**config.mk**
```make
export PLATFORM = sky130hd
export DESIGN_NAME = gcm_seq_ctrl
export DESIGN_NICKNAME = d
export VERILOG_FILES = /design/src/rtl/gcm_seq_ctrl.sv
export SDC_FILE = /design/constraint.sdc
export NUM_CORES = 1
export LEC_CHECK = 0
export BUFFER_PORTS_ARGS = -buffer_cell sky130_fd_sc_hd__buf_2
export CAP_MARGIN = 10
export CORE_MARGIN = 4
export CORE_UTILIZATION = 38
export DETAILED_ROUTE_END_ITERATION = 10
export PLACE_DENSITY_LB_ADDON = 0.08
export SYNTH_ARGS = -nofsm -noshare
export SYNTH_HDL_FRONTEND = slang
export SYNTH_SLANG_ARGS = --single-unit
```
**constraint.sdc**
```tcl
create_clock -name clk -period 21.9 [get_ports clk]
set_input_delay 4.38 -clock clk [delete_from_list [all_inputs] [get_ports clk]]
set_output_delay 4.38 -clock clk [all_outputs]
set_load 0.005 [all_outputs]
```
**src/rtl/gcm_seq_ctrl.sv**
```systemverilog
// Sequencing controller for the AES-GCM core: command handshake, credit-gated input feed, output FIFO.
// Optional watchdog enabled by defining GCM_SEQ_TIMEOUT_EN.
module gcm_seq_ctrl #(
    parameter int DATA_W      = 128,
    parameter int LEN_W       = 8,
    parameter int FIFO_DEPTH  = 8,
    parameter int TIMEOUT_CYC = 1024
) (
    input  logic              clk,
    input  logic              rst,
    input  logic              cmd_valid,
    output logic              cmd_ready,
    input  logic              cmd_mode,
    input  logic [LEN_W-1:0]  cmd_len,
    input  logic [DATA_W-1:0] s_data,
    input  logic              s_valid,
    output logic              s_ready,
    output logic              core_en_trig,
    output logic              core_mod,
    output logic [DATA_W-1:0] core_din,
    output logic              core_din_dv,
    input  logic [DATA_W-1:0] core_dout,
    input  logic              core_dout_v,
    output logic [DATA_W-1:0] m_data,
    output logic              m_valid,
    input  logic              m_ready,
    output logic              busy,
    output logic              done,
    output logic              err
);

    localparam int AW = $clog2(FIFO_DEPTH);
    localparam int CW = AW + 1;
    localparam int NW = LEN_W + 1;
    localparam int OW = NW + 2;

    typedef enum logic [2:0] {IDLE, TRIG, FEED, DRAIN, DONE} state_t;

    state_t            state_q, state_d;
    logic [LEN_W-1:0]  len_q, len_d;
    logic [NW-1:0]     issued_q, issued_d;
    logic [NW-1:0]     received_q, received_d;
    logic [AW-1:0]     wr_ptr_q, wr_ptr_d, rd_ptr_q, rd_ptr_d;
    logic [CW-1:0]     count_q, count_d;
    logic              core_en_trig_q, core_en_trig_d;
    logic              core_mod_q, core_mod_d;
    logic [DATA_W-1:0] core_din_q, core_din_d;
    logic              core_din_dv_q, core_din_dv_d;
    logic              done_q, done_d;
    logic              err_q, err_d;
    logic [DATA_W-1:0] mem_q [FIFO_DEPTH];

    logic          cmd_hs, s_ready_c, s_hs, full, pop, push, overflow, stray;
    logic [NW-1:0] outstanding;
    logic [OW-1:0] occupancy;

`ifdef GCM_SEQ_TIMEOUT_EN
    localparam int WW = $clog2(TIMEOUT_CYC + 1);
    logic [WW-1:0] wd_q, wd_d;
`endif

    always_comb begin
        cmd_hs      = cmd_valid && (state_q == IDLE);
        outstanding = issued_q - received_q;
        // The +1 keeps a FIFO slot free for the tag word that follows the data.
        occupancy   = OW'(count_q) + OW'(outstanding) + OW'(1);
        s_ready_c   = (state_q == FEED) && (issued_q < {1'b0, len_q}) &&
                      (occupancy < OW'(FIFO_DEPTH));
        s_hs        = s_valid && s_ready_c;
        full        = (count_q == CW'(FIFO_DEPTH));
        pop         = (count_q != '0) && m_ready;
        push        = core_dout_v && (state_q != IDLE) && (!full || pop);
        overflow    = core_dout_v && (state_q != IDLE) && full && !pop;
        stray       = core_dout_v && (state_q == IDLE);

        // NOTE: every _d gets a default first so no path through the case can infer a latch.
        state_d        = state_q;
        len_d          = len_q;
        issued_d       = issued_q;
        received_d     = received_q;
        wr_ptr_d       = wr_ptr_q;
        rd_ptr_d       = rd_ptr_q;
        count_d        = count_q + CW'(push) - CW'(pop);
        core_en_trig_d = 1'b0;
        core_mod_d     = core_mod_q;
        core_din_d     = core_din_q;
        core_din_dv_d  = 1'b0;
        done_d         = 1'b0;
        err_d          = err_q;

        if (push) begin
            wr_ptr_d   = wr_ptr_q + AW'(1);
            received_d = received_q + NW'(1);
        end
        if (pop) rd_ptr_d = rd_ptr_q + AW'(1);

        unique case (state_q)
            IDLE: if (cmd_hs) begin
                len_d          = cmd_len;
                core_mod_d     = cmd_mode;
                issued_d       = '0;
                received_d     = '0;
                err_d          = 1'b0;
                core_en_trig_d = 1'b1;
                state_d        = TRIG;
            end
            TRIG: state_d = (len_q == '0) ? DRAIN : FEED;
            FEED: if (s_hs) begin
                core_din_d    = s_data;
                core_din_dv_d = 1'b1;
                issued_d      = issued_q + NW'(1);
                if (issued_q + NW'(1) == {1'b0, len_q}) state_d = DRAIN;
            end
            DRAIN: if (received_q == {1'b0, len_q} + NW'(1)) begin
                done_d  = 1'b1;
                state_d = DONE;
            end
            DONE: state_d = IDLE;
            default: state_d = IDLE;
        endcase

        if (overflow || stray) err_d = 1'b1;

`ifdef GCM_SEQ_TIMEOUT_EN
        wd_d = '0;
        if ((state_q == FEED) || (state_q == DRAIN)) begin
            if (!(s_hs || core_dout_v)) begin
                wd_d = wd_q + WW'(1);
                if (wd_q == WW'(TIMEOUT_CYC - 1)) begin
                    wd_d          = '0;
                    err_d         = 1'b1;
                    state_d       = IDLE;
                    done_d        = 1'b0;
                    core_din_dv_d = 1'b0;
                    wr_ptr_d      = '0;
                    rd_ptr_d      = '0;
                    count_d       = '0;
                end
            end
        end
`endif
    end

    always_ff @(posedge clk or posedge rst) begin
        if (rst) begin
            state_q        <= IDLE;
            len_q          <= '0;
            issued_q       <= '0;
            received_q     <= '0;
            wr_ptr_q       <= '0;
            rd_ptr_q       <= '0;
            count_q        <= '0;
            core_en_trig_q <= 1'b0;
            core_mod_q     <= 1'b0;
            core_din_q     <= '0;
            core_din_dv_q  <= 1'b0;
            done_q         <= 1'b0;
            err_q          <= 1'b0;
`ifdef GCM_SEQ_TIMEOUT_EN
            wd_q           <= '0;
`endif
        end else begin
            state_q        <= state_d;
            len_q          <= len_d;
            issued_q       <= issued_d;
            received_q     <= received_d;
            wr_ptr_q       <= wr_ptr_d;
            rd_ptr_q       <= rd_ptr_d;
            count_q        <= count_d;
            core_en_trig_q <= core_en_trig_d;
            core_mod_q     <= core_mod_d;
            core_din_q     <= core_din_d;
            core_din_dv_q  <= core_din_dv_d;
            done_q         <= done_d;
            err_q          <= err_d;
`ifdef GCM_SEQ_TIMEOUT_EN
            wd_q           <= wd_d;
`endif
        end
    end

    // NOTE: the FIFO storage has no reset; the pointers and count alone define what is valid.
    always_ff @(posedge clk) begin
        if (push) mem_q[wr_ptr_q] <= core_dout;
    end

    assign cmd_ready    = (state_q == IDLE);
    assign s_ready      = s_ready_c;
    assign busy         = (state_q != IDLE);
    assign core_en_trig = core_en_trig_q;
    assign core_mod     = core_mod_q;
    assign core_din     = core_din_q;
    assign core_din_dv  = core_din_dv_q;
    assign m_data       = mem_q[rd_ptr_q];
    assign m_valid      = (count_q != '0);
    assign done         = done_q;
    assign err          = err_q;

endmodule

```
==> summary.txt, run 1 <==
Outcome
  • Outcome: finished clean

Clocking
  • Clk_lat worst skew: 0.73 ns
  • Post-CTS setup buffers: 0
  • CTS hold repair buffers: 0
  • Clk pin slew, worst setup/hold paths: 0.06 ns
  • # clock sinks: 1196
  • CTS tree: built
  • Total CTS buffers: 135
  • Gates resized, CTS repair: 0
  • Clock Path Buffers: 3
  • Clk root buf: clkbuf_16
  • H-tree lvl count: 4

Logic synthesis
  • Syn nets: 2686
  • Mapped Area: 46200 um2
  • Post-synth EDFFs: 1024
  • Unique masters post-synth: 56
  • Syn Area/Cell: 19.4 um2
  • Synth Register Bits: 1196
  • Top FF cell, synth: edfxtp_1
  • Post-synth ARST share: 0.144
  • Sequential share of the synthesized area: 0.758
  • Synth area leader: edfxtp_1
  • Largest cells by area after synthesis: edfxtp_1 (66%), mux4_2 (12%), dfrtp_1 (9.3%)
  • Synth Warn #: 0
  • Syn Inst Count: 2382
  • Yosys top cell area share: 0.665

Routing
  • Vias: 23900
  • Initial DRC count: 1643
  • Antenna Nets Post-Route: 0
  • First drt pass iteration count: 5
  • DRC Markers: 0
  • Wire length per cell: 25.0 um
  • Routed WL: 118 mm
  • DR vias/cell: 5.09

Layout
  • Finished Layout Cells: 4707
  • FILL cells: 10500
  • NumNets Final: 3289
  • Share of cells above drive strength 1: 0.377
  • Area growth, synth to finish: 19.1%

Timing
  • Final hold viol count: 0
  • Slew margin rel.: 0.154
  • Tcrit/Tclk final: 0.400
  • Min Tclk post-route: 8.77 ns
  • Fin. max-slew vios: 0
  • Max Freq: 0.114 GHz
  • Unrepaired setup endpoints after global routing: false
  • Fin Hold WS: 0.458 ns
  • Setup TNS: 0 ns
  • Finish-stage setup viols: 0
  • Final Skew: 0.0363 ns
  • Worst-margin pin slew: 1.27 ns

Critical path
  • CP endpoint kind: primary output
  • Worst-path maximum fanout: 50
  • Startpoint type of the worst setup path: register
  • Worst Path Class, Setup: reg2out
  • Buf/Inv on CP: 3
  • Critical Path Slowest Stage Cell: dfrtp_4
  • Crit-path cells: buf_4, buf_4, mux4_2, mux2_2, buf_2
  • WP data arrival: 4.39 ns
  • CP top delay family: buffers and inverters
  • Crit path launch: rd_ptr_q[0]
  • Delay of the slowest cell on the worst path: 0.93 ns
  • Worst path most repeated cell: buf_4
  • Worst reg2reg path startpoint: issued_q[0]
  • Required @ worst endpoint: 17.52 ns

Placement
  • RD Place Congestion: 0.880
  • Port bufs: 535
  • DP HPWL: 71.5 mm
  • Placed cells: 4460

Power and ir drop
  • Tot Pwr: 7.03 mW
  • Comb pwr share: 0.274
  • Leakage power: 20.4 nW
  • Clk pwr share: 0.306
  • NetSw: 2.05 mW
  • Power per cell area: 128 nW/um2
  • Sw Ratio: 0.292
  • Pint: 4.98 mW
  • VDD IR max: 100 uV
  • Sequential Power Share: 0.421

Die
  • # IOs: 536
  • CORE AREA: 120000 um2
  • Die Wd: 357 um
  • Die area: 127000 um2
  • # rows: 127
  • DIE HEIGHT: 357 um
  • Initial Utilization: 0.384

Global route
  • GRT Util Overall: 0.183
  • First-pass GRT wire length: 173 mm
  • Vias in the first global route: 25900
  • Antenna violations before repair: 41
  • Largest net degree at the start of global routing: 147
  • Remaining global-route overflow: 0

Run
  • Max Cap Viol: 0

Worst hold path
  • Worst hold path class: reg2reg
  • Hold Startpoint: core_din[13]
==> cells by family after synthesis <==
group	after synthesis	share of synthesized area
compound gates	55	0.00814
xor+xnor	41	0.00777
fa+ha+maj	33	0.00925
buf+inv	146	0.0136
flops	1196	0.758
mux	386	0.156
simple gates	525	0.0469
==> flip-flops by register name, summed over array words and instances, names as in the netlist <==
name          flops
issued_q          9
wr_ptr_q          3
core_din_dv       1
state_q           3
core_en_trig      1
count_q           4
core_din        128
rd_ptr_q          3
err               1
mem_q          1024
received_q        9
len_q             8
done              1
core_mod          1
==> worst min-delay path: stages (launching register included) <==
cell	delay (ns)
dfrtp_1	0.33
nand2_1	0.05
nand2_1	0.04
==> power by group through the flow <==
| stage | clock network (mW) | registers, mW | logic [mW] |
|---|---|---|---|
| after floorplan | 0 | 2.99 | 1.27 |
| after global placement | 0 | 3.00 | 1.99 |
| after detailed placement | 0 | 3.01 | 2.00 |
| after CTS | 2.22 | 2.97 | 2.01 |
| after global routing | 2.31 | 2.99 | 2.10 |
| final | 2.15 | 2.96 | 1.92 |
==> placed cells by master (no fill, tap or decap), types with 12 or more instances in the layout <==
| cell type | count |
|---|---|
| clkbuf_16 | 136 |
| clkinv_1 | 25 |
| nand3_1 | 26 |
| clkbuf_1 | 29 |
| nor3_1 | 12 |
| edfxtp_1 | 1024 |
| inv_1 | 34 |
| clkinv_2 | 20 |
| mux2_2 | 129 |
| ha_1 | 31 |
| dfrtp_1 | 169 |
| nor2_1 | 19 |
| buf_2 | 535 |
| xnor2_1 | 32 |
| buf_4 | 39 |
| mux4_2 | 256 |
| o21ai_0 | 17 |
| nand2_1 | 419 |
==> layout make-up <==
cell class / count / area, um2 / area share
inverters: 36 / 140 / 0.00254
well taps: 1612 / 2020 / 0.0366
clock buffers: 169 / 3570 / 0.0648
clock inverters: 67 / 639 / 0.0116
multi-input cells: 1040 / 10600 / 0.193
repair buffers: 576 / 3010 / 0.0546
flip-flops and latches: 1196 / 35100 / 0.637
diodes: 11 / 27.5 / 0.000500
==> stage by stage <==
step                      area, um2   util  setup slack [ns]
after floorplan               46200      -              2.62
after global placement        50900  0.422             13.75
after detailed placement      50900  0.422             13.72
after CTS                     55100  0.457             12.90
after global routing          55100  0.457             12.68
final                         55100  0.457             13.13
==> per-layer routing <==
metal  GRT usage  part of all wire  vias up
met2       0.322              0.51      705
met4      0.0536             0.027       22
li1            -                 -    10500
met1       0.222              0.39    12500
met5           0            0.0012        -
met3      0.0502             0.070      222
==> synthesized netlist by cell type (2+ instances only) <==
library cell  count
inv_1            35
clkbuf_1         48
xor2_1            9
fa_1              2
nor4_1            4
a211oi_1          2
nand2b_1          4
nor2_1           21
ha_1             31
dfrtp_1         172
and3_1            3
buf_1            13
edfxtp_1       1024
nor2b_1           3
nand3b_1          3
a21o_1            3
nor3_1           15
o211ai_1          2
o31ai_1           4
a31oi_1           2
nand4_1           9
nor3b_1           2
nand2_1         419
o21ai_0          17
mux2_2          129
a21oi_1          11
buf_4             5
o22ai_1           2
o21a_1            2
nand3_1          26
mux4_2          256
or3b_1            2
and4b_1           2
xnor2_1          32
buf_2            43
or3_1             5
==> final timing paths <==
check | to | slack, ns | depth (start not counted)
max in group asynchronous | core_din[100] | 16.62 | 3
min in group asynchronous | core_din[72] | 3.77 | 2
worst min register to register | core_din[13] | 0.46 | 2
worst min-delay path | core_din[13] | 0.46 | 2
worst max-delay path | m_data[95] | 13.13 | 5
worst max register to register | core_din[16] | 17.62 | 13
Power figures use the tool's default switching activity.
==> inputs of run 2 (changes only) <==
- clock period: 21.9 -> 7.22 ns (I/O delays scaled with it)
==> run 2 against run 1 <==
  * Clock power rose to 3.0 times the previous value
  * Die area did not move
  * Routed wire length fell by 2.9%
  * Setup slack got worse by 11 ns
  * Largest cell class unchanged
  * Highest routed layer unchanged
==> summary.txt, run 2 (same netlist as run 1, synthesis figures left out) <==
Outcome
  • Outcome: finished clean

Routing
  • Wire length per cell: 24.3 um
  • Initial DRC count: 1690
  • DR vias/cell: 5.08
  • Top Layer Used: met5
  • First drt pass iteration count: 5
  • DRC Markers: 0
  • Antenna Nets Post-Route: 0
  • Vias: 23800
  • Routed wl met3: 8.73 mm
  • Met1 wire length: 44.3 mm
  • Routed wl met2: 58.4 mm
  • Routed WL: 114 mm

Power and ir drop
  • Pint: 15.2 mW
  • Leakage power: 20.4 nW
  • VDD IR max: 348 uV
  • Clk pwr share: 0.306
  • Comb pwr share: 0.275
  • Power per cell area: 386 nW/um2
  • Sw Ratio: 0.286
  • NetSw: 6.10 mW
  • Sequential Power Share: 0.419

Timing
  • Finish-stage setup viols: 0
  • Final hold viol count: 0
  • Tcrit/Tclk final: 0.675
  • Final WS setup: 2.34 ns
  • Unrepaired setup endpoints after global routing: false
  • Worst-margin pin slew: 1.30 ns
  • Final Skew: 0.0212 ns
  • Max Freq: 0.205 GHz
  • Slew margin rel.: 0.134
  • Fin. max-slew vios: 0
  • Min Tclk post-route: 4.88 ns

Clocking
  • # clock sinks: 1196
  • Clock Path Buffers: 3
  • Gates resized, CTS repair: 0
  • CTS tree: built
  • Clk_lat worst skew: 0.71 ns
  • Total CTS buffers: 134
  • Clk root buf: clkbuf_16
  • CTS hold repair buffers: 0
  • H-tree lvl count: 4
  • Clk pin slew, worst setup/hold paths: 0.06 ns
  • Post-CTS setup buffers: 0

Layout
  • Commonest non-fill, non-tap cell in the layout: edfxtp_1
  • FILL cells: 10400
  • Max reg flops: 1024
  • Area growth, synth to finish: 19.5%
  • Final instance area: 55300 um2
  • Top reg by flops: mem_q
  • Share of cells above drive strength 1: 0.375
  • Core Util, Final: 0.459
  • Most frequent cells in the layout: edfxtp_1 (1024), buf_2 (535), nand2_1 (419), mux4_2 (256), dfrtp_1 (169)
  • Register Area: 35100 um2
  • NumNets Final: 3279
  • Area of the multi-input gates: 10700 um2

Placement
  • DP HPWL: 66.9 mm
  • Port bufs: 535
  • RD Place Congestion: 0.865
  • Placement Cell Area: 51000 um2
  • Place WS: 2.67 ns

Critical path
  • Reg2Reg Capture Point: core_din[15]
  • CP endpoint kind: primary output
  • Startpoint type of the worst setup path: register
  • Worst r2r path cells: 13
  • WP data arrival: 3.43 ns
  • Worst-path maximum fanout: 6
  • Worst Path Class, Setup: reg2out
  • Worst reg2reg path startpoint: issued_q[0]
  • Required @ worst endpoint: 5.78 ns
  • Worst setup slack for register-to-register paths: 2.96 ns

Die
  • Die Wd: 357 um
  • CORE AREA: 120000 um2
  • Initial Utilization: 0.384
  • DIE HEIGHT: 357 um
  • Die area: 127000 um2
  • # rows: 127
  • # IOs: 536

Global route
  • Antenna violations before repair: 46
  • Vias in the first global route: 25400
  • GRT Util Overall: 0.179
  • Largest net degree at the start of global routing: 134
  • Remaining global-route overflow: 0
  • First-pass GRT wire length: 169 mm

Worst hold path
  • Hold Startpoint: core_din[83]
  • WHS Endpoint: core_din[83]
  • Worst hold path class: reg2reg
  • Hold Path Depth: 2

Run
  • Max Cap Viol: 0
==> run 2: cell count changes in the layout (fill, tap and decap cells not counted), sizes merged <==
cell / before / now
buf: 576 / 567
clkbuf: 169 / 179
clkinv: 50 / 41
clkinvlp: 0 / 4
diode: 11 / 10
inv: 45 / 39
==> run 2: how the worst max path moves through the flow <==
| stage | cells past startpoint | end | from | slack [ns] |
|---|---|---|---|---|
| floorplan | 4 | mem_q[2][0] | m_ready | -2.70 |
| finish | 11 | s_ready | issued_q[0] | 2.34 |
| global route | 4 | m_data[86] | rd_ptr_q[0] | 2.05 |
| detailed placement | 7 | mem_q[3][87] | m_ready | 2.67 |
| global placement | 7 | mem_q[3][87] | m_ready | 2.69 |
| CTS | 4 | m_data[76] | rd_ptr_q[0] | 2.20 |
==> run 2: power by group through the flow <==
stage               sequential, mW  clock (mW)  combinational [mW]
finish                        8.93        6.53                5.88
global route                  9.02        7.06                6.42
CTS                           8.95        6.75                6.12
detailed placement            9.09           0                6.10
global placement              9.04           0                6.09
floorplan                     8.92           0                3.88
==> run 2: through the flow <==
step / instances / power (mW) / hold WS (ns) / TNS [ns]
after global placement: 4451 / 15.1 / 0.444 / 0
after detailed placement: 4451 / 15.2 / 0.451 / 0
after floorplan: 2382 / 12.8 / 0.463 / -845.68
after CTS: 4686 / 21.8 / 0.463 / 0
after global routing: 4689 / 22.5 / 0.481 / 0
final: 4696 / 21.3 / 0.455 / 0
==> run 2: area by class of cell <==
class,count,area share
Multi-Input combinational cell,1040,0.193
Sequential cell,1196,0.634
Clock inverter,56,0.00976
Inverter,36,0.00254
Timing Repair Buffer,567,0.0564
Antenna cell,10,0.000453
Clock buffer,179,0.0671
Tap cell,1612,0.0365
==> run 2: critical path: stages, from the launching register on <==
cell and delay, ns:
dfrtp_1 0.45, inv_1 0.12, ha_1 0.23, fa_1 0.50, inv_1 0.05, ha_1 0.26, o21ai_0 0.18, o22ai_1 0.10
nor3_1 0.22, nand3_1 0.10, and4b_1 0.33, buf_2 0.17
==> run 2: routing by layer <==
layer | GRT usage | vias to the layer above
li1 | - | 10500
met1 | 0.216 | 12300
met2 | 0.313 | 753
met3 | 0.0533 | 211
met4 | 0.0502 | 30
met5 | 0 | -
